===== src/rtl/bcd_entry_pkg.sv =====
// Shared constants for the BCD keypad entry/display block: key codes,
// conversion FSM states and active-low 7-segment glyphs (bit 0 = a ... bit 6 = g).
package bcd_entry_pkg;

  localparam logic [3:0] KEY_CLEAR = 4'hA;
  localparam logic [3:0] KEY_BKSP  = 4'hB;
  localparam logic [3:0] KEY_ENTER = 4'hC;

  typedef enum logic [1:0] {
    ST_IDLE = 2'd0,
    ST_CONV = 2'd1,
    ST_DONE = 2'd2
  } state_t;

  localparam logic [6:0] SEG_0     = 7'h40;
  localparam logic [6:0] SEG_1     = 7'h79;
  localparam logic [6:0] SEG_2     = 7'h24;
  localparam logic [6:0] SEG_3     = 7'h30;
  localparam logic [6:0] SEG_4     = 7'h19;
  localparam logic [6:0] SEG_5     = 7'h12;
  localparam logic [6:0] SEG_6     = 7'h02;
  localparam logic [6:0] SEG_7     = 7'h78;
  localparam logic [6:0] SEG_8     = 7'h00;
  localparam logic [6:0] SEG_9     = 7'h10;
  localparam logic [6:0] SEG_BLANK = 7'h7F;

endpackage


===== src/rtl/bcd_entry_display_seg7.sv =====
// One-digit BCD to active-low 7-segment decoder with a blanking input.
module seg7_decode
  import bcd_entry_pkg::*;
(
  input  logic [3:0] bcd,
  input  logic       blank,
  output logic [6:0] seg
);

  always_comb begin
    seg = SEG_BLANK;
    if (!blank) begin
      case (bcd)
        4'd0:    seg = SEG_0;
        4'd1:    seg = SEG_1;
        4'd2:    seg = SEG_2;
        4'd3:    seg = SEG_3;
        4'd4:    seg = SEG_4;
        4'd5:    seg = SEG_5;
        4'd6:    seg = SEG_6;
        4'd7:    seg = SEG_7;
        4'd8:    seg = SEG_8;
        4'd9:    seg = SEG_9;
        default: seg = SEG_BLANK;
      endcase
    end
  end

endmodule


===== src/rtl/bcd_entry_display.sv =====
// Keypad BCD entry buffer with 7-segment display and serial BCD->binary conversion.
// Define BCD_ENTRY_LZB_EN to blank leading zeros above the entered digits.
module bcd_entry_display
  import bcd_entry_pkg::*;
#(
  parameter int N_DIGITS = 4,
  parameter int BIN_W    = 14
) (
  input  logic                  clk,
  input  logic                  rst,
  input  logic                  key_valid,
  input  logic [3:0]            key_code,
  output logic [4*N_DIGITS-1:0] digits_bcd,
  output logic [3:0]            digit_count,
  output logic [7*N_DIGITS-1:0] segs,
  output logic                  overflow,
  output logic [BIN_W-1:0]      value,
  output logic                  value_valid,
  output logic                  busy
);

  state_t state_q, state_d;

  logic                      key_prev_q, key_prev_d;
  logic                      armed_q, armed_d;
  logic [N_DIGITS-1:0][3:0]  digits_q, digits_d;
  logic [3:0]                count_q, count_d;
  logic                      ovf_q, ovf_d;
  logic [BIN_W-1:0]          value_q, value_d;
  logic [BIN_W-1:0]          acc_q, acc_d;
  logic [3:0]                step_q, step_d;

  logic             key_evt, accept, start, last_step;
  logic [3:0]       conv_digit;
  logic [BIN_W-1:0] acc_next;

  // armed drops when a key is held across reset, so that press never fires
  assign key_evt   = key_valid & ~key_prev_q & armed_q;
  assign accept    = key_evt & ~busy;
  assign start     = accept & (key_code == KEY_ENTER);
  assign last_step = (step_q == 4'(N_DIGITS - 1));

  always_comb begin
    conv_digit = '0;
    for (int i = 0; i < N_DIGITS; i++)
      if (step_q == 4'(N_DIGITS - 1 - i)) conv_digit = digits_q[i];
  end

  assign acc_next = acc_q * BIN_W'(10) + BIN_W'(conv_digit);

  always_ff @(posedge clk) begin
    if (rst) state_q <= ST_IDLE;
    else     state_q <= state_d;
  end

  always_comb begin
    state_d = state_q;
    case (state_q)
      ST_IDLE: if (start) state_d = ST_CONV;
      ST_CONV: if (last_step) state_d = ST_DONE;
      ST_DONE: state_d = start ? ST_CONV : ST_IDLE;
      default: state_d = ST_IDLE;
    endcase
  end

  always_comb begin
    busy        = (state_q == ST_CONV);
    value_valid = (state_q == ST_DONE);
  end

  always_comb begin
    key_prev_d = key_valid;
    armed_d    = armed_q | ~key_valid;
    digits_d   = digits_q;
    count_d    = count_q;
    ovf_d      = ovf_q;
    if (accept) begin
      if (key_code <= 4'd9) begin
        if (count_q < 4'(N_DIGITS)) begin
          for (int i = N_DIGITS - 1; i > 0; i--) digits_d[i] = digits_q[i-1];
          digits_d[0] = key_code;
          count_d     = count_q + 4'd1;
        end else begin
          ovf_d = 1'b1;
        end
      end else if (key_code == KEY_CLEAR) begin
        digits_d = '0;
        count_d  = '0;
        ovf_d    = 1'b0;
      end else if (key_code == KEY_BKSP && count_q != 4'd0) begin
        for (int i = 0; i < N_DIGITS - 1; i++) digits_d[i] = digits_q[i+1];
        digits_d[N_DIGITS-1] = 4'd0;
        count_d = count_q - 4'd1;
      end
    end
  end

  // value is loaded on the final CONV edge so it is visible together with DONE
  always_comb begin
    acc_d   = acc_q;
    step_d  = step_q;
    value_d = value_q;
    if (state_q == ST_CONV) begin
      acc_d  = acc_next;
      step_d = step_q + 4'd1;
      if (last_step) value_d = acc_next;
    end else if (start) begin
      acc_d  = '0;
      step_d = '0;
    end
  end

  always_ff @(posedge clk) begin
    if (rst) begin
      key_prev_q <= 1'b0;
      armed_q    <= ~key_valid;
      digits_q   <= '0;
      count_q    <= '0;
      ovf_q      <= 1'b0;
      value_q    <= '0;
      acc_q      <= '0;
      step_q     <= '0;
    end else begin
      key_prev_q <= key_prev_d;
      armed_q    <= armed_d;
      digits_q   <= digits_d;
      count_q    <= count_d;
      ovf_q      <= ovf_d;
      value_q    <= value_d;
      acc_q      <= acc_d;
      step_q     <= step_d;
    end
  end

  assign digits_bcd  = digits_q;
  assign digit_count = count_q;
  assign overflow    = ovf_q;
  assign value       = value_q;

  for (genvar g = 0; g < N_DIGITS; g++) begin : g_dig
    logic blank;
`ifdef BCD_ENTRY_LZB_EN
    assign blank = (g != 0) && (4'(g) >= count_q);
`else
    assign blank = 1'b0;
`endif
    seg7_decode u_seg (
      .bcd   (digits_q[g]),
      .blank (blank),
      .seg   (segs[7*g +: 7])
    );
  end

endmodule


===== config.mk =====
export PLATFORM = sky130hd
export DESIGN_NAME = bcd_entry_display
export DESIGN_NICKNAME = d
export VERILOG_FILES = /design/src/rtl/bcd_entry_pkg.sv /design/src/rtl/bcd_entry_display_seg7.sv /design/src/rtl/bcd_entry_display.sv
export SDC_FILE = /design/constraint.sdc
export NUM_CORES = 1
export LEC_CHECK = 0
export CAP_MARGIN = 20
export CORE_ASPECT_RATIO = 1.4
export CORE_MARGIN = 2
export CORE_UTILIZATION = 40
export DETAILED_ROUTE_END_ITERATION = 10
export GPL_TIMING_DRIVEN = 0
export PLACE_DENSITY_LB_ADDON = 0.2
export SLEW_MARGIN = 10
export SYNTH_ARGS = -nofsm -noshare
export SYNTH_HDL_FRONTEND = slang
export SYNTH_SLANG_ARGS = --single-unit
export TNS_END_PERCENT = 100

===== constraint.sdc =====
create_clock -name clk -period 3.2 [get_ports clk]
set_input_delay 0.32 -clock clk [delete_from_list [all_inputs] [get_ports clk]]
set_output_delay 0.32 -clock clk [all_outputs]
set_load 0.1 [all_outputs]

## After elaboration in Yosys (flattened, before gate mapping)

Memories as Yosys holds them, arrays and structs flattened. A register that Yosys moved wholly into a read port is not among the register bits.
Index checks and enable logic that the tools add are counted.

| word-level totals | value |
|---|---|
| bits in registers | 57 |
| bits in latches | 0 |
| memory bits (writable) | 0 |
| memory bits (read-only) | 448 |
| bits of input ports | 7 |
| logic and storage cells | 86 |
| memories | 4 |

Memories:

| memory | depth | bits a word | rd ports | clocked after Yosys merged registers in | write ports | RTL line | source |
|---|---|---|---|---|---|---|---|
| (name not given) | 16 | 7 | 1 | 1 | 0 | bcd_entry_display_seg7.sv:13 | `case (bcd)` |
| (name not given) | 16 | 7 | 1 | 1 | 0 | bcd_entry_display_seg7.sv:13 |  |
| (name not given) | 16 | 7 | 1 | 1 | 0 | bcd_entry_display_seg7.sv:13 |  |
| (name not given) | 16 | 7 | 1 | 1 | 0 | bcd_entry_display_seg7.sv:13 |  |

| operators by class | value |
|---|---|
| add/subtract/negate cells | 4 |
| $mul | 1 |
| div/mod/pow operators | 0 |
| order comparisons | 2 |
| equal/unequal tests | 12 |
| shift operators | 0 |
| mux-type cells | 32 |
| bitwise logic cells | 8 |
| reductions and logical operators | 11 |

Operator list:

| kind | count |
|---|---|
| 4-bit two-way mux | 18 |
| 16-bit two-way mux | 4 |
| 14-bit two-way mux | 2 |
| 14-bit by 4-bit adder with 14-bit output | 1 |
| 14-bit by 3-bit multiplier with 13-bit output (second input constant) | 1 |
| 4-bit == test (second input constant) | 3 |
| 4-bit by 1-bit adder with 4-bit output (second input constant) | 2 |
| 4-bit by 2-bit == test with 1-bit output (second input constant) | 2 |
| 2-bit one-hot mux with 3 select lines | 1 |
| 3-bit AND reduction | 2 |
| 1-bit two-way mux | 5 |
| 1-bit AND | 4 |
| 4-bit by 1-bit == test with 1-bit output (second input constant) | 1 |
| 4-bit <= comparator (second input constant) | 1 |
| 4-bit logical NOT | 1 |
| 4-bit by 3-bit < comparator with 1-bit output (second input constant) | 1 |
| 2-bit two-way mux | 2 |
| 2-bit by 1-bit != test with 1-bit output (second input constant) | 2 |
| 2-bit != test (second input constant) | 2 |
| 2-bit AND reduction | 2 |
| 2-bit nonzero test | 2 |
| 4-bit nonzero test | 1 |
| 4-bit by 1-bit subtractor with 4-bit output (second input constant) | 1 |
| 1-bit NOT | 3 |
| 6 further kinds | 6 |

## Depth between registers and ports, before layout

Gate-level depths: netlist of run 1.

| depth | value |
|---|---|
| depth in word-level cells | 7 |
| mapped depth | 17 |

## Modules after synthesis

A second synthesis of run 1 with hierarchy kept.

| second synthesis, totals | value |
|---|---|
| cells, all modules | 552 |
| area total of the unflattened synthesis | 4,321.6 µm² |

By module, submodules not included:

| module | instances | cells an instance | area each (µm²) | seq. area each (µm²) |
|---|---|---|---|---|
| bcd_entry_display | 1 | 418 | 3,359.5 | 1,121.1 |
| seg7_decode (g_dig[1].u_seg ...) | 3 | 33 | 236.5 | 0.0 |
| seg7_decode (g_dig[0].u_seg) | 1 | 35 | 252.7 | 0.0 |

## Worst setup path before layout of run 1

OpenSTA, ideal clock, no wires.

| path | value |
|---|---|
| path kind | reg-to-reg |
| from | reg count_q[0], in the netlist digit_count[0] |
| to | reg, netlist name g_dig[3].u_seg.seg[3] |
| setup time | 131 ps |
| data arrival time | 3,439 ps |
| required time | 3,069 ps |
| path slack | -370 ps |
| stages on the path, launching flop included | 15 |
| path buffers | 2 |
| period minus slack after synthesis | 3,570 ps |
| cells stage by stage | dfxtp_1 -> inv_1 -> ha_1 -> and3_4 -> a211oi_2 -> o21ai_2 -> buf_2 -> buf_2 -> nor2_1 -> a21oi_1 -> nor2_1 -> inv_1 -> ha_1 -> o21ai_0 -> a21oi_1 |

| on the way | value |
|---|---|
| cells in the longest elaborated chain, start to end | 6 |
| elaborated cells between the ends (all ways) | 8 |
| those cells by class | order compare: 1; eq/ne: 1; mux: 2; reduce/logical: 4 |

RTL lines:

| what | RTL line | source |
|---|---|---|
| start: declaration | bcd_entry_display.sv:27 | `logic [3:0] count_q, count_d;` |
| start signal: assignment | bcd_entry_display.sv:127 | `count_q <= count_d;` |
| parallel branches: the longest is 3 deep, another holds 4-bit by 3-bit < comparator with 1-bit output | - |  |
| 3-bit AND reduction (no line) * | - |  |
| 4-bit two-way mux (no line) * (2 in a row) | - |  |

Every way passes the cells marked *.
A chain may end at the register's enable or synchronous reset.

## Worst setup path in the final report of run 1

| path | value |
|---|---|
| from | reg step_q[1] |
| to | reg value_q[13], in the netlist value[13] |

| on the way | value |
|---|---|
| cells in the longest elaborated chain, start to end | 6 |
| elaborated cells between the ends (all ways) | 10 |
| those cells by class | add/sub: 1; eq/ne: 3; mux: 4; reduce/logical: 2 |

RTL lines:

| what | RTL line | source |
|---|---|---|
| start: declaration | bcd_entry_display.sv:31 | `logic [3:0] step_q, step_d;` |
| start signal: assignment | bcd_entry_display.sv:131 | `step_q <= step_d;` |
| 4-bit by 2-bit == test with 1-bit output | bcd_entry_display.sv:41, bcd_entry_display.sv:46 |  |
| 4-bit two-way mux (4 in a row) | bcd_entry_display.sv:46 | `if (step_q == 4'(N_DIGITS - 1 - i)) conv_digit = digits_q[i];` |
| 14-bit by 4-bit adder with 14-bit output | bcd_entry_display.sv:49 | `assign acc_next = acc_q * BIN_W'(10) + BIN_W'(conv_digit);` |
| end signal: assignment | bcd_entry_display.sv:129 | `value_q <= value_d;` |
| end: declaration | bcd_entry_display.sv:29 | `logic [BIN_W-1:0] value_q, value_d;` |

Several ways; a longest one is shown, not always the timed one.

==> flow_summary.html, run 1 <==
<table>
<tr><th>Metric</th><th>Value</th></tr>
<tr><th colspan="2">Outcome</th></tr>
<tr><td>Status</td><td>finished, final reports clean</td></tr>
<tr><th colspan="2">Clock tree</th></tr>
<tr><td>Total CTS buffers</td><td>9</td></tr>
<tr><td>Clock latency reported for the late side of the worst-skew pair</td><td>approximately 0.34 ns</td></tr>
<tr><td>Clock H-tree levels</td><td>3</td></tr>
<tr><td>Hold bufs inserted after CTS</td><td>0</td></tr>
<tr><td>Clock tree root buffer cell</td><td>sky130_fd_sc_hd__clkbuf_16</td></tr>
<tr><td>Clock tree from TritonCTS</td><td>built</td></tr>
<tr><td>Clock transition time at the flip-flop clock pins of the worst setup and hold paths</td><td>about 0.06 ns</td></tr>
<tr><td>Sinks on the clock net</td><td>84</td></tr>
<tr><td>Max clock buf depth</td><td>2</td></tr>
<tr><th colspan="2">Route</th></tr>
<tr><td>Number of DRC markers after the initial detailed-route iteration</td><td>202</td></tr>
<tr><td>Detailed-routing wirelength on met1</td><td>approximately 5.4 mm</td></tr>
<tr><td>Average wire per cell in the routed design</td><td>~17 µm</td></tr>
<tr><td>Highest metal layer used by the detailed router</td><td>met4</td></tr>
<tr><td>Detail Route Antenna Nets</td><td>0</td></tr>
<tr><td>Number of optimization iterations in the first detailed-route pass</td><td>7</td></tr>
<tr><td>Routed WL</td><td>approximately 14 mm</td></tr>
<tr><td>Detailed-route vias per instance</td><td>roughly 5.5</td></tr>
<tr><td>DRC violations left</td><td>0</td></tr>
<tr><td>Total length of routed met3 wires</td><td>slightly above 600 µm</td></tr>
<tr><td>DR vias</td><td>~4700</td></tr>
<tr><td>Met2 wirelength from detailed routing</td><td>approximately 7.6 mm</td></tr>
<tr><th colspan="2">STA</th></tr>
<tr><td>Setup TNS Final</td><td>0 ns</td></tr>
<tr><td>Final hold violations</td><td>0</td></tr>
<tr><td>Max-slew violation count</td><td>0</td></tr>
<tr><td>Final setup skew</td><td>between 0.006 and 0.007 ns</td></tr>
<tr><td>Setup repair after global routing missed its margin</td><td>true</td></tr>
<tr><td>Minimum clock period after layout</td><td>a little over 3 ns</td></tr>
<tr><td>FMAX</td><td>roughly 0.32 GHz</td></tr>
<tr><td>Slew at the pin closest to its max-slew limit</td><td>1.003 ns</td></tr>
<tr><td>Tightest slew margin relative to the limit</td><td>between 30% and 40%</td></tr>
<tr><td>Total of endpoints with negative setup slack in the final report</td><td>0</td></tr>
<tr><td>Portion of the clock cycle consumed by the worst path in the final layout</td><td>about 97%</td></tr>
<tr><th colspan="2">Pwr</th></tr>
<tr><td>Leakage power of the design</td><td>between 0.002 and 0.003 µW</td></tr>
<tr><td>Worst vdd ir</td><td>roughly 340 µV</td></tr>
<tr><td>Total Power</td><td>between 2000 and 3000 µW</td></tr>
<tr><td>Power per Cell Area</td><td>about 440 nW/µm²</td></tr>
<tr><th colspan="2">Placement</th></tr>
<tr><td>HPWL Detailed</td><td>around 11 mm</td></tr>
<tr><td>Port Buf Inserts</td><td>just under 70</td></tr>
<tr><td>Gp weighted congestion</td><td>a little over 0.9</td></tr>
<tr><td>Number of cells after detailed placement</td><td>around 800</td></tr>
<tr><td>Area of placed instances</td><td>approximately 6000 µm²</td></tr>
<tr><th colspan="2">Yosys</th></tr>
<tr><td>Post-synth EDFFs</td><td>0</td></tr>
<tr><td>Distinct cell type count of the synthesized netlist</td><td>70</td></tr>
<tr><td>Number of nets produced by synthesis</td><td>around 660</td></tr>
<tr><td>Seq/Total Area, Yosys</td><td>around a third</td></tr>
<tr><td>Post-synth ARST share</td><td>0%</td></tr>
<tr><td>Top post-synthesis cells by count</td><td>84 x sky130_fd_sc_hd__dfxtp_1, 72 x sky130_fd_sc_hd__nor2_1, 63 x sky130_fd_sc_hd__a21oi_1, 52 x sky130_fd_sc_hd__nand2_1, 49 x sky130_fd_sc_hd__ha_1</td></tr>
<tr><td>Most used DFF post-synth</td><td>sky130_fd_sc_hd__dfxtp_1</td></tr>
<tr><td>Number of instances in the synthesized netlist</td><td>between 500 and 600</td></tr>
<tr><td>Netlist area before placement</td><td>around 5000 µm²</td></tr>
<tr><td>Number of synthesized register bits</td><td>84</td></tr>
<tr><td>Top post-synthesis cells by area</td><td>sky130_fd_sc_hd__dfxtp_1 34%, sky130_fd_sc_hd__ha_1 12%, sky130_fd_sc_hd__a21oi_1 6.4%, sky130_fd_sc_hd__nor2_1 5.4%, sky130_fd_sc_hd__nand2_1 3.9%</td></tr>
<tr><td>Most repeated cell in the gate-level netlist after synthesis</td><td>sky130_fd_sc_hd__dfxtp_1</td></tr>
<tr><td>Most area-hungry cell type in the Yosys netlist</td><td>sky130_fd_sc_hd__dfxtp_1</td></tr>
<tr><td>Total of warnings raised by yosys</td><td>0</td></tr>
<tr><td>Post-synth top area share</td><td>between 30% and 40%</td></tr>
<tr><td>Mean instance size in the synthesized netlist</td><td>8.312 µm²</td></tr>
<tr><th colspan="2">Min path</th></tr>
<tr><td>Type of the tightest min-delay check</td><td>register to register</td></tr>
<tr><th colspan="2">Floorplanning</th></tr>
<tr><td>Core area</td><td>~12000 µm²</td></tr>
<tr><td>Total Die Area</td><td>between 10000 and 15000 µm²</td></tr>
<tr><td>Die boundary height</td><td>~140 µm</td></tr>
<tr><td>Number of rows created at floorplan</td><td>between 40 and 50</td></tr>
<tr><td>Initial Util</td><td>about two fifths</td></tr>
<tr><td>Ports</td><td>72</td></tr>
<tr><td>Die extent in x</td><td>roughly 100 µm</td></tr>
<tr><th colspan="2">Critical path</th></tr>
<tr><td>Maximum fanout count along the critical path</td><td>5</td></tr>
<tr><td>Critical path data required time</td><td>approximately 3.4 ns</td></tr>
<tr><td>Data arrival at the endpoint of the critical path</td><td>between 3 and 4 ns</td></tr>
<tr><td>Critical path launch point type</td><td>register</td></tr>
<tr><td>Class of the most critical setup path</td><td>register to register</td></tr>
<tr><td>Crit end category</td><td>register</td></tr>
<tr><th colspan="2">Finish</th></tr>
<tr><td>Antenna diode instance count</td><td>0</td></tr>
<tr><td>Final core area utilization</td><td>roughly 52%</td></tr>
<tr><td>Area added between synthesis and finish</td><td>28.42%</td></tr>
<tr><td>Number of nets in the layout</td><td>between 700 and 800</td></tr>
<tr><td>Fraction of final layout cells with drive strength greater than 1</td><td>between 10% and 20%</td></tr>
<tr><td>Final Cell Area</td><td>6372 µm²</td></tr>
<tr><td>Post-route insts no fill</td><td>between 800 and 900</td></tr>
<tr><th colspan="2">Global route</th></tr>
<tr><td>All-layer global routing usage</td><td>20.85%</td></tr>
<tr><td>Initial antenna violation count</td><td>0</td></tr>
<tr><td>Pin count of the biggest net entering global routing</td><td>15</td></tr>
<tr><td>First-pass GRT wire length</td><td>~22 mm</td></tr>
<tr><td>Via count of the first global-routing pass</td><td>4535</td></tr>
<tr><td>Final global-route overflow total</td><td>0</td></tr>
<tr><th colspan="2">Flow run</th></tr>
<tr><td>Max-Cap Viols</td><td>0</td></tr>
</table>
## per-stage QoR
step / hold WS (ns) / setup slack (ns)
after global routing: 0.4687 / -0.08364
after global placement: 0.4498 / -0.3791
final: 0.4600 / 0.1086
after floorplan: 0.3962 / 0.007957
after CTS: 0.4586 / 0.01421
after detailed placement: 0.4512 / -0.3744
## timing repair
action                                  4_1_cts  5_1_grt
gates resized for setup                      12       33
hold endpoints to repair                      0        0
pin swaps                                     1       18
endpoints found under the setup margin       16       27
setup buffers                                 1       10
## routing by layer
layer / up-vias / track usage [%]
met1: 2188 / 21.71
met5: - / 0
met3: 33 / 3.509
met4: 0 / 11.87
met2: 143 / 39.16
li1: 2290 / -
## logic make-up after synthesis
| logic type | synth area share [%] |
|---|---|
| AOI/OAI and AO/OA | 21.00 |
| and+or+nand+nor | 19.84 |
| xor gates and xnor gates | 3.001 |
| muxes | 3.757 |
| buffers and inverters | 5.345 |
| adders and majority gates | 13.16 |
| DFF | 33.89 |
## report_power, final
group / switching (µW) / internal, µW
combinational: 560 / 185
clock: 426 / 527
sequential: 36.5 / 1100
total: 1020 / 1810
## state kept, by name, summed over array words and instances, names as in the netlist
name,flops
armed_q,1
key_prev_q,1
overflow,1
g_dig.u_seg.seg,28
acc_q,13
digit_count,4
state_q,2
step_q,4
value,14
digits_bcd,16
## worst paths after layout
path	from	to	slack, ns	depth (start not counted)
max	step_q[1]	value[13]	0.11	17
min	value[3]	value[3]	0.46	2
max reg2reg	step_q[1]	value[13]	0.11	17
min reg2reg	value[3]	value[3]	0.46	2
## final cells by class
type | instances | area (µm²)
fill | 1152 | 5819
multi-input combinational | 451 | 3173
sequential | 84 | 1699
timing repair buffer | 80 | 773.2
clock buffer | 11 | 232.7
tap | 150 | 187.7
buffer | 29 | 147.6
inverter | 32 | 122.6
clock inverter | 5 | 36.28
## critical path, stage by stage, from the launching register on
cell and delay, ns:
sky130_fd_sc_hd__dfxtp_4 0.40, sky130_fd_sc_hd__ha_4 0.18, sky130_fd_sc_hd__nand2_4 0.05, sky130_fd_sc_hd__nor2_4 0.10, sky130_fd_sc_hd__a211oi_2 0.05, sky130_fd_sc_hd__a211oi_2 0.23, sky130_fd_sc_hd__a21oi_2 0.06, sky130_fd_sc_hd__nor3_2 0.21
sky130_fd_sc_hd__ha_2 0.22, sky130_fd_sc_hd__inv_2 0.04, sky130_fd_sc_hd__fa_2 0.36, sky130_fd_sc_hd__nor2b_2 0.14, sky130_fd_sc_hd__o21ai_2 0.10, sky130_fd_sc_hd__nor2_4 0.17, sky130_fd_sc_hd__nand2_2 0.10, sky130_fd_sc_hd__nor4_4 0.28
sky130_fd_sc_hd__xnor2_1 0.16, sky130_fd_sc_hd__a211oi_1 0.09
## layout by cell type (no fill, tap or decap), types with 16 or more instances in the layout
master,netlist,routed
sky130_fd_sc_hd__dfxtp_1,84,74
sky130_fd_sc_hd__nor2_1,72,70
sky130_fd_sc_hd__clkdlybuf4s50_1,0,69
sky130_fd_sc_hd__a21oi_1,63,62
sky130_fd_sc_hd__nand2_1,52,50
sky130_fd_sc_hd__ha_1,49,45
sky130_fd_sc_hd__inv_1,31,28
sky130_fd_sc_hd__clkbuf_1,19,20
sky130_fd_sc_hd__nand3_1,18,18
sky130_fd_sc_hd__o21ai_0,17,16
Note: power is estimated with default switching activity, not from simulation.
==> run 2, diff against run 1 <==
--- a/config.mk
+++ b/config.mk
@@ -9,6 +9,7 @@
 export CORE_ASPECT_RATIO = 1.4
 export CORE_MARGIN = 2
 export CORE_UTILIZATION = 40
+export CTS_BUF_LIST = sky130_fd_sc_hd__clkbuf_8
 export DETAILED_ROUTE_END_ITERATION = 10
 export GPL_TIMING_DRIVEN = 0
 export PLACE_DENSITY_LB_ADDON = 0.2
==> run 2 against run 1 <==
Against the previous run:
- via count about the same
- sequential power about the same
- largest power group unchanged
- sequential share of layout area increased by 0.42 points
- utilization down 0.81 points
- largest cell class unchanged
- highest routed layer unchanged
==> flow_summary.html, run 2 (synthesized netlist as in run 1, its figures left out) <==
<table>
<tr><th>Metric</th><th>Value</th></tr>
<tr><th colspan="2">Clock tree</th></tr>
<tr><td>Clock tree from TritonCTS</td><td>built</td></tr>
<tr><td>Hold bufs inserted after CTS</td><td>0 (unchanged)</td></tr>
<tr><td>Total CTS buffers</td><td>9 (unchanged)</td></tr>
<tr><td>Clock transition time at the flip-flop clock pins of the worst setup and hold paths</td><td>0.09 ns (+0.03 ns)</td></tr>
<tr><td>Max clock buf depth</td><td>2 (unchanged)</td></tr>
<tr><td>Clock tree root buffer cell</td><td>sky130_fd_sc_hd__clkbuf_8</td></tr>
<tr><td>Clock H-tree levels</td><td>3 (unchanged)</td></tr>
<tr><td>Clock latency reported for the late side of the worst-skew pair</td><td>0.37 ns (+0.03 ns)</td></tr>
<tr><td>Sinks on the clock net</td><td>84 (unchanged)</td></tr>
<tr><th colspan="2">Placement</th></tr>
<tr><td>Port Buf Inserts</td><td>69 (unchanged)</td></tr>
<tr><td>Pre-CTS setup slack</td><td>-0.3744 ns (unchanged)</td></tr>
<tr><td>Gp weighted congestion</td><td>0.9109 (unchanged)</td></tr>
<tr><td>HPWL Detailed</td><td>10.61 mm (unchanged)</td></tr>
<tr><th colspan="2">Global route</th></tr>
<tr><td>Via count of the first global-routing pass</td><td>4533 (-0.044%)</td></tr>
<tr><td>Final global-route overflow total</td><td>0 (unchanged)</td></tr>
<tr><td>Initial antenna violation count</td><td>0 (unchanged)</td></tr>
<tr><td>Pin count of the biggest net entering global routing</td><td>15 (unchanged)</td></tr>
<tr><td>All-layer global routing usage</td><td>20.92% (+0.073 points)</td></tr>
<tr><td>First-pass GRT wire length</td><td>22.06 mm (about the same)</td></tr>
<tr><th colspan="2">Outcome</th></tr>
<tr><td>Status</td><td>finished, final reports clean</td></tr>
<tr><th colspan="2">Critical path</th></tr>
<tr><td>Critical path launch point type</td><td>register</td></tr>
<tr><td>R2R setup slack</td><td>0.09 ns (about the same)</td></tr>
<tr><td>Critical path data required time</td><td>3.44 ns (+0.05 ns)</td></tr>
<tr><td>Class of the most critical setup path</td><td>register to register</td></tr>
<tr><td>Data arrival at the endpoint of the critical path</td><td>3.34 ns (+0.06 ns)</td></tr>
<tr><td>Maximum fanout count along the critical path</td><td>6 (+1)</td></tr>
<tr><td>Crit end category</td><td>register</td></tr>
<tr><th colspan="2">Route</th></tr>
<tr><td>DR vias</td><td>4656 (+0.043%)</td></tr>
<tr><td>Number of optimization iterations in the first detailed-route pass</td><td>5 (-2)</td></tr>
<tr><td>Number of DRC markers after the initial detailed-route iteration</td><td>201 (-0.50%)</td></tr>
<tr><td>Detail Route Antenna Nets</td><td>0 (unchanged)</td></tr>
<tr><td>Routed WL</td><td>14.12 mm (-0.29%)</td></tr>
<tr><td>Average wire per cell in the routed design</td><td>16.75 µm (-0.41%)</td></tr>
<tr><td>Detailed-route vias per instance</td><td>5.523 (about the same)</td></tr>
<tr><td>DRC violations left</td><td>0 (unchanged)</td></tr>
<tr><th colspan="2">Floorplanning</th></tr>
<tr><td>Ports</td><td>72 (unchanged)</td></tr>
<tr><td>Core area</td><td>12190 µm² (unchanged)</td></tr>
<tr><td>Die extent in x</td><td>98.14 µm (unchanged)</td></tr>
<tr><td>Initial Util</td><td>40.70% (unchanged)</td></tr>
<tr><td>Number of rows created at floorplan</td><td>48 (unchanged)</td></tr>
<tr><td>Total Die Area</td><td>13330 µm² (unchanged)</td></tr>
<tr><td>Die boundary height</td><td>135.8 µm (unchanged)</td></tr>
<tr><th colspan="2">STA</th></tr>
<tr><td>Tightest slew margin relative to the limit</td><td>33.18% (+0.26 points)</td></tr>
<tr><td>FMAX</td><td>0.3220 GHz (-0.46%)</td></tr>
<tr><td>Minimum clock period after layout</td><td>3.106 ns (+0.01417 ns)</td></tr>
<tr><td>Final setup skew</td><td>0.01553 ns (+0.009008 ns)</td></tr>
<tr><td>Max-slew violation count</td><td>0 (unchanged)</td></tr>
<tr><td>Portion of the clock cycle consumed by the worst path in the final layout</td><td>97.05% (+0.44 points)</td></tr>
<tr><td>Final hold violations</td><td>0 (unchanged)</td></tr>
<tr><td>Setup slack of the critical path after layout</td><td>0.09443 ns (-0.01417 ns)</td></tr>
<tr><td>Setup repair after global routing missed its margin</td><td>true</td></tr>
<tr><td>Setup TNS Final</td><td>0 ns (unchanged)</td></tr>
<tr><td>Slew at the pin closest to its max-slew limit</td><td>0.9992 ns (-0.003946 ns)</td></tr>
<tr><td>Total of endpoints with negative setup slack in the final report</td><td>0 (unchanged)</td></tr>
<tr><th colspan="2">Finish</th></tr>
<tr><td>Fraction of final layout cells with drive strength greater than 1</td><td>12.99% (-0.019 points)</td></tr>
<tr><td>Final core area utilization</td><td>51.46% (-0.81 points)</td></tr>
<tr><td>Number of nets in the layout</td><td>746 (+0.13%)</td></tr>
<tr><td>Area added between synthesis and finish</td><td>26.42%</td></tr>
<tr><td>Largest register FFs</td><td>28 (unchanged)</td></tr>
<tr><td>Leading cell types in the layout, fill and taps excluded</td><td>74 x sky130_fd_sc_hd__dfxtp_1, 70 x sky130_fd_sc_hd__nor2_1, 69 x sky130_fd_sc_hd__clkdlybuf4s50_1</td></tr>
<tr><td>Antenna diode instance count</td><td>0 (unchanged)</td></tr>
<tr><td>Most frequent standard cell in the layout excluding fill and tap cells</td><td>sky130_fd_sc_hd__dfxtp_1</td></tr>
<tr><th colspan="2">Min path</th></tr>
<tr><td>Type of the tightest min-delay check</td><td>input pin to register</td></tr>
<tr><th colspan="2">Pwr</th></tr>
<tr><td>Power per Cell Area</td><td>407.2 nW/µm² (-8.4%)</td></tr>
<tr><td>Worst vdd ir</td><td>313.6 µV (-6.8%)</td></tr>
<tr><td>Leakage power of the design</td><td>0.002584 µW (-1.3%)</td></tr>
<tr><th colspan="2">Flow run</th></tr>
<tr><td>Max-Cap Viols</td><td>0 (unchanged)</td></tr>
</table>
[run 2: changes by cell type in the layout (fill, tap and decap cells not counted)]
cell                        change
sky130_fd_sc_hd__a211oi_1       +1
sky130_fd_sc_hd__a211oi_2       -1
sky130_fd_sc_hd__buf_4          +1
sky130_fd_sc_hd__clkbuf_1       -2
sky130_fd_sc_hd__clkbuf_16      -9
sky130_fd_sc_hd__clkbuf_8       +9
sky130_fd_sc_hd__inv_1          +2
[run 2: path summary, 6_finish.rpt]
path                    start   endpoint  depth (start not counted)
setup reg to reg    step_q[0]  value[11]                         17
hold / removal    key_code[1]   overflow                          5
hold reg to reg      value[3]   value[3]                          2
setup / recovery    step_q[0]  value[11]                         17
[run 2: repair_timing]
item	4_1_cts	5_1_grt
pin swaps	2	17
setup buffers	1	11
gates cloned	0	0
resized for setup	11	33
endpoints found under the setup margin	15	27
[run 2: worst max-delay path, cell delays in order (launching register included)]
cell                       delay, ns
sky130_fd_sc_hd__dfxtp_4        0.41
sky130_fd_sc_hd__ha_4           0.18
sky130_fd_sc_hd__nand2_4        0.05
sky130_fd_sc_hd__nor2_4         0.10
sky130_fd_sc_hd__a211oi_2       0.04
sky130_fd_sc_hd__a211oi_2       0.23
sky130_fd_sc_hd__a21oi_2        0.06
sky130_fd_sc_hd__nor3_2         0.22
sky130_fd_sc_hd__ha_2           0.22
sky130_fd_sc_hd__inv_2          0.05
sky130_fd_sc_hd__fa_2           0.37
sky130_fd_sc_hd__nor2b_2        0.14
sky130_fd_sc_hd__o21ai_2        0.10
sky130_fd_sc_hd__nor2_4         0.17
sky130_fd_sc_hd__nand2_2        0.10
sky130_fd_sc_hd__nor2_1         0.13
sky130_fd_sc_hd__xor2_1         0.28
sky130_fd_sc_hd__a211oi_1       0.12
[run 2: report_power, final]
| part | internal [µW] | leakage [µW] | switching, µW |
|---|---|---|---|
| clock network | 277 | 0.0000842 | 400 |
| registers | 1100 | 0.000688 | 36.4 |
| logic | 185 | 0.00181 | 559 |
[run 2: metal layers]
metal | GRT usage, % | wire [µm] | vias to the layer above
li1 | - | - | 2298
met1 | 21.70 | 5497 | 2217
met2 | 39.42 | 7602 | 108
met3 | 4.076 | 546 | 33
met4 | 11.04 | 474 | 0
met5 | 0 | 0 | -
[run 2: through the flow]
step | cells | area (µm²) | total power (µW) | hold slack [ns]
6_report | 843 | 6274 | 2555 | 0.4363
5_1_grt | 843 | 6274 | 2663 | 0.4613
4_1_cts | 833 | 6065 | 2560 | 0.4238
3_5_place_dp | 816 | 5851 | 1883 | 0.4512
3_3_place_gp | 816 | 5851 | 1880 | 0.4498
2_1_floorplan | 597 | 4972 | 1710 | 0.3962
[run 2: final cells by class]
type / count / area [µm²]
multi-input cells: 451 / 3168
flip-flops and latches: 84 / 1699
clock buffers: 9 / 123.9
repair buffers: 81 / 780.7
inverters: 32 / 122.6
clock inverters: 7 / 43.79
well taps: 150 / 187.7
plain buffers: 29 / 147.6
fillers: 1176 / 5918
